===== config.mk =====
export PLATFORM = sky130hd
export DESIGN_NAME = alu_sequencer
export DESIGN_NICKNAME = d
export VERILOG_FILES = /design/src/rtl/alu_pkg.sv /design/src/rtl/alu_sequencer.sv
export SDC_FILE = /design/constraint.sdc
export NUM_CORES = 1
export LEC_CHECK = 0
export BUFFER_PORTS_ARGS = -buffer_cell sky130_fd_sc_hd__clkbuf_2
export CELL_PAD_IN_SITES_DETAIL_PLACEMENT = 1
export CELL_PAD_IN_SITES_GLOBAL_PLACEMENT = 2
export CORE_MARGIN = 3
export CORE_UTILIZATION = 26
export CTS_CLUSTER_DIAMETER = 60
export CTS_CLUSTER_SIZE = 30
export DETAILED_ROUTE_END_ITERATION = 8
export HOLD_SLACK_MARGIN = 0.02
export PLACE_DENSITY_LB_ADDON = 0.1
export SYNTH_ARGS = -nofsm -noshare
export SYNTH_HDL_FRONTEND = slang
export SYNTH_SLANG_ARGS = --single-unit

===== constraint.sdc =====
create_clock -name clk -period 1.6 [get_ports clk]
set_input_delay 0.08 -clock clk [delete_from_list [all_inputs] [get_ports clk]]
set_output_delay 0.08 -clock clk [all_outputs]
set_load 0.01 [all_outputs]

===== src/rtl/alu_pkg.sv =====
// Shared definitions for the ALU sequencer: FSM state encoding, status flag
// bit positions and the opcode values the companion ALU understands.
package alu_pkg;

    typedef enum logic [1:0] {
        ST_IDLE = 2'd0,
        ST_EXEC = 2'd1,
        ST_DONE = 2'd2
    } state_e;

    // Bit positions inside the {N,Z,C,V} status register.
    localparam int FLAG_N = 3;
    localparam int FLAG_Z = 2;
    localparam int FLAG_C = 1;
    localparam int FLAG_V = 0;

    // Opcodes are only interpreted by the ALU; the sequencer passes them through.
    localparam logic [4:0] OP_ADD = 5'd0;
    localparam logic [4:0] OP_SUB = 5'd1;
    localparam logic [4:0] OP_AND = 5'd2;
    localparam logic [4:0] OP_OR  = 5'd3;
    localparam logic [4:0] OP_XOR = 5'd4;

endpackage


===== src/rtl/alu_sequencer.sv =====
// Sequences one request at a time through an external combinational ALU,
// holding its inputs stable, capturing the result and maintaining {N,Z,C,V}.
module alu_sequencer
    import alu_pkg::*;
#(
    parameter int WIDTH = 16,
    parameter int OPW   = 5
) (
    input  logic             clk,
    input  logic             rst,
    // Handshakes: a transfer happens on a rising edge where valid && ready;
    // the source holds valid and its payload steady until that edge.
    input  logic             in_valid,
    output logic             in_ready,
    input  logic [WIDTH-1:0] in_a,
    input  logic [WIDTH-1:0] in_b,
    input  logic [OPW-1:0]   in_op,
    input  logic             in_use_carry,
    input  logic             in_set_flags,
    output logic [WIDTH-1:0] alu_a,
    output logic [WIDTH-1:0] alu_b,
    output logic [OPW-1:0]   alu_op,
    output logic             alu_cin,
    input  logic [WIDTH-1:0] alu_y,
    input  logic             alu_z,
    input  logic             alu_n,
    input  logic             alu_c,
    input  logic             alu_v,
    output logic             out_valid,
    input  logic             out_ready,
    output logic [WIDTH-1:0] out_y,
    output logic [3:0]       flags,
    output state_e           dbg_state_o
);

    state_e           state_q, state_d;
    logic [WIDTH-1:0] a_q, a_d;
    logic [WIDTH-1:0] b_q, b_d;
    logic [OPW-1:0]   op_q, op_d;
    logic             cin_q, cin_d;
    logic             set_flags_q, set_flags_d;
    logic [WIDTH-1:0] y_q, y_d;
    logic [3:0]       flags_q, flags_d;

    always_comb begin
        state_d     = state_q;
        a_d         = a_q;
        b_d         = b_q;
        op_d        = op_q;
        cin_d       = cin_q;
        set_flags_d = set_flags_q;
        y_d         = y_q;
        flags_d     = flags_q;
        case (state_q)
            ST_IDLE: begin
                if (in_valid) begin
                    a_d         = in_a;
                    b_d         = in_b;
                    op_d        = in_op;
                    set_flags_d = in_set_flags;
                    // Carry-in uses the flag value from before this accept.
                    cin_d       = in_use_carry & flags_q[FLAG_C];
                    state_d     = ST_EXEC;
                end
            end
            ST_EXEC: begin
                y_d = alu_y;
                if (set_flags_q) begin
                    flags_d = {alu_n, alu_z, alu_c, alu_v};
                end
                state_d = ST_DONE;
            end
            ST_DONE: begin
                if (out_ready) begin
                    state_d = ST_IDLE;
                end
            end
            default: state_d = ST_IDLE;
        endcase
    end

    always_ff @(posedge clk or posedge rst) begin
        if (rst) begin
            state_q     <= ST_IDLE;
            a_q         <= '0;
            b_q         <= '0;
            op_q        <= '0;
            cin_q       <= 1'b0;
            set_flags_q <= 1'b0;
            y_q         <= '0;
            flags_q     <= 4'b0000;
        end else begin
            state_q     <= state_d;
            a_q         <= a_d;
            b_q         <= b_d;
            op_q        <= op_d;
            cin_q       <= cin_d;
            set_flags_q <= set_flags_d;
            y_q         <= y_d;
            flags_q     <= flags_d;
        end
    end

    assign in_ready    = (state_q == ST_IDLE);
    assign out_valid   = (state_q == ST_DONE);
    assign alu_a       = a_q;
    assign alu_b       = b_q;
    assign alu_op      = op_q;
    assign alu_cin     = cin_q;
    assign out_y       = y_q;
    assign flags       = flags_q;
    assign dbg_state_o = state_q;

endmodule

==> results.json <==
{
  "antenna_cells": 0,
  "antenna_found_initial": 0,
  "setup_viol": 0,
  "ant_nets": 0,
  "grt_usage_pct": 13.0,
  "hold_class": "input port to flop",
  "startpoint_type": "flop",
  "postCtsResizedCells": 0,
  "yosys_warnings": 0,
  "drt_first_pass_iters": 2,
  "final_area_um2": 3890,
  "fin_crit_sh_pct": 89.9,
  "syn_area_um2": 2360,
  "synthTopCellsByCount": "dfrtp_1, mux2_2, mux2_4",
  "hold_viol": 0,
  "area_delta_synth_final_pct": 64.8,
  "ys_ff_latch": 61,
  "hold_start": "in_valid",
  "synth_cell_types": 14,
  "synth_top_cell_area_share_pct": 64.6,
  "htreeDepth": 3,
  "wl_met2_um": 3270,
  "yosys_most_used_dff": "dfrtp_1",
  "p_leak_nw": 1.92,
  "clockBufferDepth": 2,
  "maxSlewHeadroom_pct": 78.0,
  "ys_top_cells_by_area": "dfrtp_1, mux2_2, mux2_4",
  "worstSetupPathType": "flop to flop",
  "cts.sinks": 61,
  "yosysSeqAreaShare_pct": 64.6,
  "clock.fmax_mhz": 695,
  "critPathArrivalTime_ns": 1.64,
  "drv_slew": 0,
  "grt_max_degree": 62,
  "syn_inst": 136,
  "grt_pass1_wl_um": 10200,
  "core-area_um2": 8760,
  "drt_first_iter_violations": 20,
  "grt-ovfl-total": 0,
  "ys_async_sr_fraction_pct": 100,
  "cts_tree": "yes",
  "fin_ws_ns": 0.161,
  "cp_max_fo": 11,
  "register_area_um2": 1530,
  "r2r_setup_slack_ns": 0.16,
  "status": "completed",
  "path_clk_slew_ns": 0.06,
  "power_density_nw_per_um2": 1750,
  "finalSetupTns_ns": 0,
  "start_util_pct": 27.0,
  "die_y_um": 101,
  "pre_cts_ws_ns": 0.143,
  "clk_latency_ns": 0.32,
  "postCtsSetupBuffers": 0,
  "place_inst": 367,
  "syn_area_per_cell_um2": 17.4,
  "fin_crit_ns": 1.44,
  "wirelength_um": 6180,
  "post_route_cells_drive_above_1_share_pct": 59.9,
  "syn_nets": 199,
  "numPortBuffers": 124,
  "dieArea_um2": 10300,
  "dpl.hpwl_um": 4130,
  "reg2reg_from": "dbg_state_o[1]",
  "synth_area_leader_cell": "dfrtp_1",
  "place_congestion": 0.663,
  "vias": 1837,
  "met1_length_um": 2380,
  "synth_edf_count": 0,
  "cts_root_buffer": "clkbuf_8",
  "placed_area_um2": 3120,
  "nets": 394,
  "rows": 34,
  "rsz0062_at_grt": "no",
  "routed-wl-met3_um": 461,
  "wire_per_inst_um": 14.0,
  "holdBufCountCts": 61,
  "drc": 0,
  "topRoutingLayerUsed": "met4",
  "r2r-end": "set_flags_q",
  "hold-path-endpoint": "dbg_state_o[0]",
  "ir_worst_vdd_mv": 0.895,
  "required_ns": 1.80,
  "grt_pass1_vias": 2075,
  "worst_pin_slew_ns": 0.329,
  "cts_buffers": 9,
  "vias_per_cell": 4.16,
  "n_fill_cell": 963,
  "multiInputGateArea_um2": 748,
  "crit_path_end_kind": "flop",
  "fin_skew_ns": 0.00548,
  "io-pin-count": 125,
  "rr_worst_depth": 3,
  "cap_violations": 0,
  "hold_depth": 3,
  "finalNonFillerCells": 442,
  "dieWidth_um": 101,
  "synth_most_common_cell": "dfrtp_1"
}
[final cells by class]
type                    count  area share, %
clock buffers              12           3.99
clock inverters             2          0.257
inverters                   3          0.289
multi-input cells          66           19.2
flip-flops and latches     61           39.2
well taps                 108           3.47
repair buffers            190           33.6
[cell usage in the layout (no fill, tap or decap), drive strengths merged, types with 2 or more instances in the layout]
cell type	synthesis	routed
buf	6	5
clkbuf	0	136
clkinv	0	2
dfrtp	61	61
dlygate4sd3	0	61
inv	3	3
mux2	58	58
nand2b	2	2
[how the worst max path moves through the flow]
stage                         from          end  slack, ns  cells past startpoint
finish              dbg_state_o[1]  set_flags_q       0.16                      3
floorplan                      rst     alu_a[0]      0.007                      1
detailed placement  dbg_state_o[1]  set_flags_q       0.14                      3
global placement    dbg_state_o[1]    alu_a[11]       0.15                      3
CTS                 dbg_state_o[1]     alu_a[9]       0.14                      3
global route        dbg_state_o[0]    alu_op[4]       0.05                      3
[state kept, by name (all words and copies together), names as in the netlist]
name,count
dbg_state_o,2
alu_op,5
out_y,16
set_flags_q,1
flags,4
alu_b,16
alu_cin,1
alu_a,16
[where the power goes]
part	switching (W)	internal, W
Combinational	0.00126	0.00161
Sequential	0.000429	0.00233
Clock	0.000546	0.000625
[stage by stage]
step,hold slack [ns],util [%],total power [W]
after floorplan,0.188,-,0.00445
after global placement,0.168,35.6,0.00557
after detailed placement,0.167,35.6,0.00560
after CTS,0.212,44.4,0.00696
after global routing,0.223,44.4,0.00734
final,0.233,44.4,0.00680
[critical path, stage by stage (launching register included)]
cell	delay, ns
dfrtp_1	0.44
nor3b_4	0.29
buf_4	0.24
mux2_1	0.35
[layer usage]
metal | track usage, % | up-vias
met2 | 23.6 | 63
met4 | 3.37 | 0
met3 | 5.79 | 7
met1 | 13.5 | 908
met5 | 0 | -
li1 | - | 859
[logic make-up after synthesis]
kind of cell / Yosys count / share of synthesized area [%]
compound gates: 1 / 0.212
mux: 59 / 29.5
simple gates: 6 / 1.96
flops: 61 / 64.6
buf+inv: 9 / 3.71
(Power assumes the default switching activity.)
